File: src/rtl/icache_dm.sv
// Direct-mapped instruction cache between the fetch stage and instruction memory.
// A miss refills the whole line one word per acknowledged memory beat. A flush
// that arrives during a fill is deferred until the fill has completed.
module icache_dm #(
   parameter int ADDR_W = 10,
   parameter int DATA_W = 16,
   parameter int LINES  = 4,
   parameter int WORDS  = 8,
   parameter int CNT_W  = 16
) (
   input  logic              clk,
   input  logic              rst,
   input  logic              clk_en,
   input  logic              req,
   input  logic              flush,
   input  logic [ADDR_W-1:0] address_in,
   output logic [DATA_W-1:0] inst_out,
   output logic              busy,
   output logic              mreq,
   output logic [ADDR_W-1:0] address_out,
   input  logic [DATA_W-1:0] from_mem,
   input  logic              mem_ack,
   output logic [CNT_W-1:0]  miss_count
);

   localparam int IDX_W = $clog2(LINES);
   localparam int OFF_W = $clog2(WORDS);
   localparam int TAG_W = ADDR_W - IDX_W - OFF_W;

   typedef enum logic [1:0] {
      S_IDLE  = 2'd0,
      S_FILL  = 2'd1,
      S_DONE  = 2'd2,
      S_FLUSH = 2'd3
   } state_t;

   state_t                  state_q, state_d;
   logic [OFF_W-1:0]        ptr_q, ptr_d;
   logic [TAG_W-1:0]        fill_tag_q, fill_tag_d;
   logic [IDX_W-1:0]        fill_idx_q, fill_idx_d;
   logic                    flush_pend_q, flush_pend_d;
   logic [LINES-1:0]        valid_q, valid_d;
   logic [CNT_W-1:0]        miss_count_q, miss_count_d;
   logic [DATA_W-1:0]       inst_out_q, inst_out_d;

   logic [TAG_W-1:0]        tag_q  [LINES];
   logic [DATA_W-1:0]       data_q [LINES*WORDS];

   logic [TAG_W-1:0]        addr_tag;
   logic [IDX_W-1:0]        addr_idx;
   logic [OFF_W-1:0]        addr_off;
   logic                    miss;
   logic                    tag_we;
   logic                    data_we;
   logic [IDX_W+OFF_W-1:0]  data_waddr;

   assign addr_tag = address_in[ADDR_W-1 -: TAG_W];
   assign addr_idx = address_in[OFF_W +: IDX_W];
   assign addr_off = address_in[OFF_W-1:0];

   assign miss = req && !(valid_q[addr_idx] && (tag_q[addr_idx] == addr_tag));

   assign busy        = clk_en && ((state_q != S_IDLE) || miss || flush);
   assign mreq        = clk_en && (state_q == S_FILL);
   assign address_out = {fill_tag_q, fill_idx_q, ptr_q};
   assign inst_out    = inst_out_q;
   assign miss_count  = miss_count_q;

   // Read port: present the addressed word on every enabled cycle, hit or not.
   always_comb begin
      inst_out_d = inst_out_q;
      if (clk_en) begin
         inst_out_d = data_q[{addr_idx, addr_off}];
      end else begin
         inst_out_d = inst_out_q;
      end
   end

   // Controller next state: miss capture, line refill, deferred and direct flush.
   always_comb begin
      state_d      = state_q;
      ptr_d        = ptr_q;
      fill_tag_d   = fill_tag_q;
      fill_idx_d   = fill_idx_q;
      flush_pend_d = flush_pend_q;
      valid_d      = valid_q;
      miss_count_d = miss_count_q;
      tag_we       = 1'b0;
      data_we      = 1'b0;
      data_waddr   = {fill_idx_q, ptr_q};
      if (clk_en) begin
         case (state_q)
            S_IDLE: begin
               if (flush) begin
                  state_d = S_FLUSH;
               end else if (miss) begin
                  fill_tag_d         = addr_tag;
                  fill_idx_d         = addr_idx;
                  valid_d[addr_idx]  = 1'b0;
                  tag_we             = 1'b1;
                  ptr_d              = {OFF_W{1'b0}};
                  if (miss_count_q != {CNT_W{1'b1}}) begin
                     miss_count_d = miss_count_q + {{(CNT_W-1){1'b0}}, 1'b1};
                  end else begin
                     miss_count_d = miss_count_q;
                  end
                  state_d = S_FILL;
               end else begin
                  state_d = S_IDLE;
               end
            end
            S_FILL: begin
               if (flush) begin
                  flush_pend_d = 1'b1;
               end else begin
                  flush_pend_d = flush_pend_q;
               end
               if (mem_ack) begin
                  data_we = 1'b1;
                  ptr_d   = ptr_q + {{(OFF_W-1){1'b0}}, 1'b1};
                  if (ptr_q == OFF_W'(WORDS-1)) begin
                     valid_d[fill_idx_q] = 1'b1;
                     state_d             = S_DONE;
                  end else begin
                     state_d = S_FILL;
                  end
               end else begin
                  state_d = S_FILL;
               end
            end
            S_DONE: begin
               // A flush arriving in this very cycle is honoured as well.
               if (flush_pend_q || flush) begin
                  state_d = S_FLUSH;
               end else begin
                  state_d = S_IDLE;
               end
            end
            S_FLUSH: begin
               valid_d      = {LINES{1'b0}};
               flush_pend_d = 1'b0;
               state_d      = S_IDLE;
            end
            default: begin
               state_d = S_IDLE;
            end
         endcase
      end else begin
         state_d = state_q;
      end
   end

   // Control and status registers with synchronous reset.
   always_ff @(posedge clk) begin
      if (rst) begin
         state_q      <= S_IDLE;
         ptr_q        <= {OFF_W{1'b0}};
         fill_tag_q   <= {TAG_W{1'b0}};
         fill_idx_q   <= {IDX_W{1'b0}};
         flush_pend_q <= 1'b0;
         valid_q      <= {LINES{1'b0}};
         miss_count_q <= {CNT_W{1'b0}};
         inst_out_q   <= {DATA_W{1'b0}};
      end else begin
         state_q      <= state_d;
         ptr_q        <= ptr_d;
         fill_tag_q   <= fill_tag_d;
         fill_idx_q   <= fill_idx_d;
         flush_pend_q <= flush_pend_d;
         valid_q      <= valid_d;
         miss_count_q <= miss_count_d;
         inst_out_q   <= inst_out_d;
      end
   end

   // Tag and data storage; contents are qualified by the valid bits, so no reset.
   always_ff @(posedge clk) begin
      if (!rst && tag_we) begin
         tag_q[addr_idx] <= addr_tag;
      end
      if (!rst && data_we) begin
         data_q[data_waddr] <= from_mem;
      end
   end

endmodule

File: config.mk
export PLATFORM = sky130hd
export DESIGN_NAME = icache_dm
export DESIGN_NICKNAME = d
export VERILOG_FILES = /design/src/rtl/icache_dm.sv
export SDC_FILE = /design/constraint.sdc
export NUM_CORES = 1
export LEC_CHECK = 0
export CORE_MARGIN = 1.5
export CORE_UTILIZATION = 35
export DETAILED_ROUTE_END_ITERATION = 10
export GPL_TIMING_DRIVEN = 0
export PLACE_DENSITY = 0.57
export SKIP_CTS_REPAIR_TIMING = 1
export SYNTH_ARGS = -nofsm -noshare
export SYNTH_HDL_FRONTEND = slang
export SYNTH_SLANG_ARGS = --single-unit
export TNS_END_PERCENT = 10
File: constraint.sdc
create_clock -name clk -period 7.2 [get_ports clk]
set_clock_uncertainty 0.2 [all_clocks]
set_input_delay 1.08 -clock clk [delete_from_list [all_inputs] [get_ports clk]]
set_output_delay 1.08 -clock clk [all_outputs]
set_load 0.1 [all_outputs]
**After elaboration in Yosys (flattened, before gate mapping)**

Memory sizes are Yosys's and may differ from the RTL's. A register that Yosys moved wholly into a read port is not among the register bits.
Cells that the tools add are included.

- Bits in writable memories: 532
- Memories: 2
- Input bits: 32
- Bits in registers: 33

Memories:

| name | depth | width | rd ports | clocked after Yosys merged registers in | write ports | line | RTL |
|---|---|---|---|---|---|---|---|
| data_q | 32 | 16 | 1 | 1 | 1 | 47 | `logic [DATA_W-1:0] data_q [LINES*WORDS];` |
| tag_q | 4 | 5 | 1 | 0 | 1 | 46 | `logic [TAG_W-1:0] tag_q [LINES];` |

- Bitwise gates (word level): 4
- Eq/ne operators: 11
- Magnitude comparators: 4
- Mux-type cells: 34
- Reduce and logical (&&, ||, !) cells: 23
- Add/subtract/negate cells: 2

Operators by type and width:

| kind | count |
|---|---|
| 16-bit by 1-bit adder with 16-bit output, second input constant | 1 |
| 1-bit two-way mux | 16 |
| 4-bit two-way mux | 4 |
| 16-bit inequality test, second input constant | 1 |
| 4-bit case mux with 3 select lines | 1 |
| 5-bit AND reduction | 2 |
| 3-bit two-way mux | 3 |
| 1-bit logical AND | 8 |
| 2-bit two-way mux | 4 |
| 2-bit inequality test, second input constant | 4 |
| 2-bit case mux with 4 select lines | 1 |
| 2-bit by 3-bit less-than comparator with 1-bit output, second input constant | 2 |
| 3-bit case mux with 2 select lines | 1 |
| 6-bit AND reduction | 1 |
| 2-bit nonzero test | 3 |
| 5-bit equality test | 1 |
| 4-bit bitwise AND | 1 |
| 1-bit demux with 2-bit select | 2 |
| 2-bit equality test, second input constant | 2 |
| 2-bit by 1-bit greater-or-equal comparator with 1-bit output, second input constant | 2 |
| 4-bit inverter | 1 |
| 4-bit OR | 1 |
| 4-bit AND reduction | 1 |
| 3-bit by 1-bit adder with 3-bit output, second input constant | 1 |
| 11 further kinds | 14 |

**Longest topological paths before layout**

- Depth in word-level cells: 12
- Mapped depth: 11

**Worst setup path after synthesis**

No wires, ideal clock.

- Path kind: input-to-output
- Start point: input port address_in[3]
- End point: output port busy
- Setup slack: 1,814 ps
- Cell stages on the path: 8
- Arrival: 4,106 ps
- Cell sequence: buf_6 > buf_4 > mux2i_1 > xor2_1 > nand3_2 > and2_1 > nand2_1 > a21boi_0

- Cells in the longest elaborated chain, start to end: 8
- Elaborated cells on any way between the ends: 10
- Those cells by class: eq/ne: 1; mux: 2; reduce/logical: 6; memory: 1

Ends and longest elaborated chain:

| element | line | RTL |
|---|---|---|
| start: declaration | 16 | `input logic [ADDR_W-1:0] address_in,` |
| memory 4 x 5 bit or 1-bit binary-select mux with 2-bit select (tied branches) | n/a |  |
| 5-bit equality test or 1-bit two-way mux (tied branches) | 61 | `assign miss = req && !(valid_q[addr_idx] && (tag_q[addr_idx] == addr_tag));` |
| 1-bit logical AND (*) | 61 |  |
| 1-bit zero test (*) | 61 |  |
| 1-bit logical AND (*) | 61 |  |
| 1-bit logical OR (*) (2 in a row) | 63 | `assign busy = clk_en && ((state_q != S_IDLE) \|\| miss \|\| flush);` |
| 1-bit logical AND (*) | 63 |  |
| end: declaration | 18 | `output logic busy,` |

Every way passes the cells marked *; elsewhere a longest branch is shown, timed or not. The select of a mux whose other input is x is not followed.

**Worst setup path in the final report**

- Start point: input port address_in[7]
- End point: output port busy

- Cells in the longest elaborated chain, start to end: 7

Ends and longest elaborated chain:

| element | line |
|---|---|
| 5-bit equality test | 61 |
| 1-bit logical AND | 61 |
| 1-bit zero test | 61 |
| 1-bit logical AND | 61 |
| 1-bit logical OR (2 in a row) | 63 |
| 1-bit logical AND | 63 |

Every way passes these cells.

==> summary.md <==
| Metric | Value |
|---|---|
| Hold path depth | 2 |
| Die Span X | 258 um |
| Wire length per cell | 26.2 um |
| Filler cells | 5684 |
| First-pass GRT wire length | 84.3 mm |
| Timing startpoint of the critical path | address_in[7] |
| CTS tree | built |
| Synth top area cells | edfxtp_1, mux4_2, dfxtp_1 |
| Least-Margin Pin Slew | 1.35 ns |
| Antenna cells | 0 |
| Largest net degree at the start of global routing | 33 |
| Pre-antenna DRT Iters | 5 |
| Setup TNS | 0 ns |
| Fmax | 0.178 GHz |
| Overall die area | 66500 um2 |
| Commonest cells after routing, fill and taps aside | edfxtp_1, mux4_2, mux2i_1 |
| Dpl ws | 1.65 ns |
| Slew HR | 0.0970 |
| Post-synth top flop | edfxtp_1 |
| R2R Setup Slk | 4.13 ns |
| Hold Violations, Final | 0 |
| DP HPWL | 38.5 mm |
| Antenna Nets Post-Route | 0 |
| FFs w/ async S/R, synth | 0 |
| Initial antenna violation count | 2 |
| Worst-skew pair later-pin latency | 0.63 ns |
| Kind of critical path | input port to output port |
| Crit path cell chain | clkdlybuf4s50_1, buf_6, xor2_1, o32ai_1, nand4_1, or3_1, and2_1, nand2_1, a21boi_0, clkdlybuf4s50_1 |
| Hold_sp | flush_pend_q |
| Path category of the worst min-delay check | flop to flop |
| RSZ-0062 raised after global routing | false |
| All-Layer GR Usage | 0.176 |
| Lkg Pwr | 8.50 nW |
| Post-synth top area share | 0.703 |
| Area share of and/or/nand/nor cells after synthesis | 0.0382 |
| PwrDens | 263 nW/um2 |
| Max Cap Violations | 0 |
| Slowest-stage cell, CP | clkdlybuf4s50_1 |
| CP Max Fanout | 5 |
| Die height | 258 um |
| Vias in the first global route | 11810 |
| Fin area | 26900 um2 |
| Fin crit share | 0.780 |
| Seq/Total Area, Yosys | 0.746 |
| Synth warn | 0 |
| Root Driver | clkbuf_16 |
| Largest family of logic cells by synthesized area | multiplexers |
| Drt initial violations | 1302 |
| Drt via density | 5.39 |
| Status | finished clean |
| Total Wirelength | 58.2 mm |
| Final cell count without fillers | 2225 |
| Initial core utilization | 0.353 |
| Peak VDD IR | 0.000174 V |
| Commonest non-fill, non-tap cell in the layout | edfxtp_1 |
| CTS buffer count | 58 |
| Total gr overflow | 0 |
| CP most frequent cell | clkdlybuf4s50_1 |
| Rows | 93 |
| Share of post-route cells with drive strength above 1 | 0.218 |
| Min Tclk post-route | 5.62 ns |
| CTS H-Tree Depth | 2 |
| Worst r2r path cells | 6 |
| Number of synthesized flops with an enable pin | 532 |
| Hold Crit Endpoint | flush_pend_q |
| Post-route setup slack | 1.58 ns |
| Xor and xnor fraction of the mapped netlist area | 0.00462 |
| DRC Markers | 0 |
| Post-synthesis mux area share | 0.165 |
| I/O Buffers | 71 |
| Reg-to-reg startpoint | state_q[1] |
| Synth unique cells | 50 |
| Io pins | 76 |
| Placed cell count | 2118 |
| Clock sinks | 581 |
| Clock Path Buffers | 3 |
| Synth Area in Compound Gates | 0.0293 |
| Total power | 7.06 mW |
| Register bit count reported by yosys | 581 |
| CP Launch Type | input port |
| Mapped Nets | 1198 |
| Post-DP Area | 25100 um2 |
| Final setup vio count | 0 |
| Final nets | 1362 |
| Slew Viols, Final | 0 |
| Synth Cell Area | 22700 um2 |
| Crit path required time | 5.92 ns |
| Clk slew on worst S/H paths | 0.06 ns |
| RePlAce Congestion | 0.855 |
| Arrival @ worst endpoint | 4.34 ns |
| Synth Area in Adders | 0.00330 |
| Mean Syn Cell Area | 19.6 um2 |
| Synth Instances | 1160 |
| Core ar. | 64300 um2 |
| RR Endpoint | data_q[24][14] |
| Synthesis-to-layout area growth | 18.2% |
| Synth area leader | edfxtp_1 |
| Total number of vias | 11995 |
| CP endpoint kind | output port |
| Max incr delay on CP | 1.00 ns |
cell type report:
class,count,area [um2],area share
inverter,4,15.0,0.000559
multi-input combinational,512,5550,0.206
tap,855,1070,0.0398
timing repair buffer,104,1180,0.0440
buffer,63,303,0.0113
sequential,581,17000,0.631
clock inverter,30,260,0.00968
clock buffer,76,1540,0.0573
cells in the mapped netlist, types with 7 or more instances:
library cell    n
edfxtp_1      532
nor2_1         84
nor2b_1        11
nand3_1        10
nor3_1         12
nand2_1        23
buf_2          14
mux4_2        128
dfxtp_1        49
or4_1           7
a211oi_1       17
a21oi_1        15
o22ai_1        33
mux2i_1        80
clkbuf_1       36
report_power, final:
group,switching [mW],internal [mW],total (mW),leakage [nW]
Combinational,0.307,0.142,0.450,2.45
Clock,1.24,1.67,2.91,0.869
Sequential,0.0103,3.69,3.70,5.18
state kept, by name (all words and copies together), names as in the netlist:
signal and cells:
miss_count 16, inst_out 16, valid_q 4, ptr_q 3
fill_idx_q 2, state_q 2, fill_tag_q 5, data_q 512
tag_q 20, flush_pend_q 1
logic make-up after synthesis:
group,count (synthesis)
DFF,581
and+or+nand+nor,181
xor gates and xnor gates,12
AOI/OAI and AO/OA,99
adders and majority gates,6
buffers and inverters,67
muxes,214
worst max path at each step:
| stage | endpoint |
|---|---|
| floorplan | busy |
| global placement | busy |
| detailed placement | busy |
| CTS | busy |
| global route | busy |
| finish | busy |
per-stage QoR:
stage / util / hold slack (ns)
global placement: 0.381 / 0.258
finish: 0.418 / 0.280
floorplan: - / 0.237
CTS: 0.418 / 0.281
global route: 0.418 / 0.298
detailed placement: 0.390 / 0.269
critical path, delay by kind of cell:
kind	cells	cell delay (ns)
AOI/OAI and AO/OA	2	0.47
buffers and inverters	3	1.71
xor gates and xnor gates	1	0.16
and+or+nand+nor	4	0.91
layer usage:
metal,GRT usage,routed length [um],up-vias
met3,0.0369,4950,85
met5,0,27,-
li1,-,-,5097
met2,0.275,27000,511
met1,0.253,25300,6298
met4,0.0414,1030,4
(Power assumes the default switching activity.)
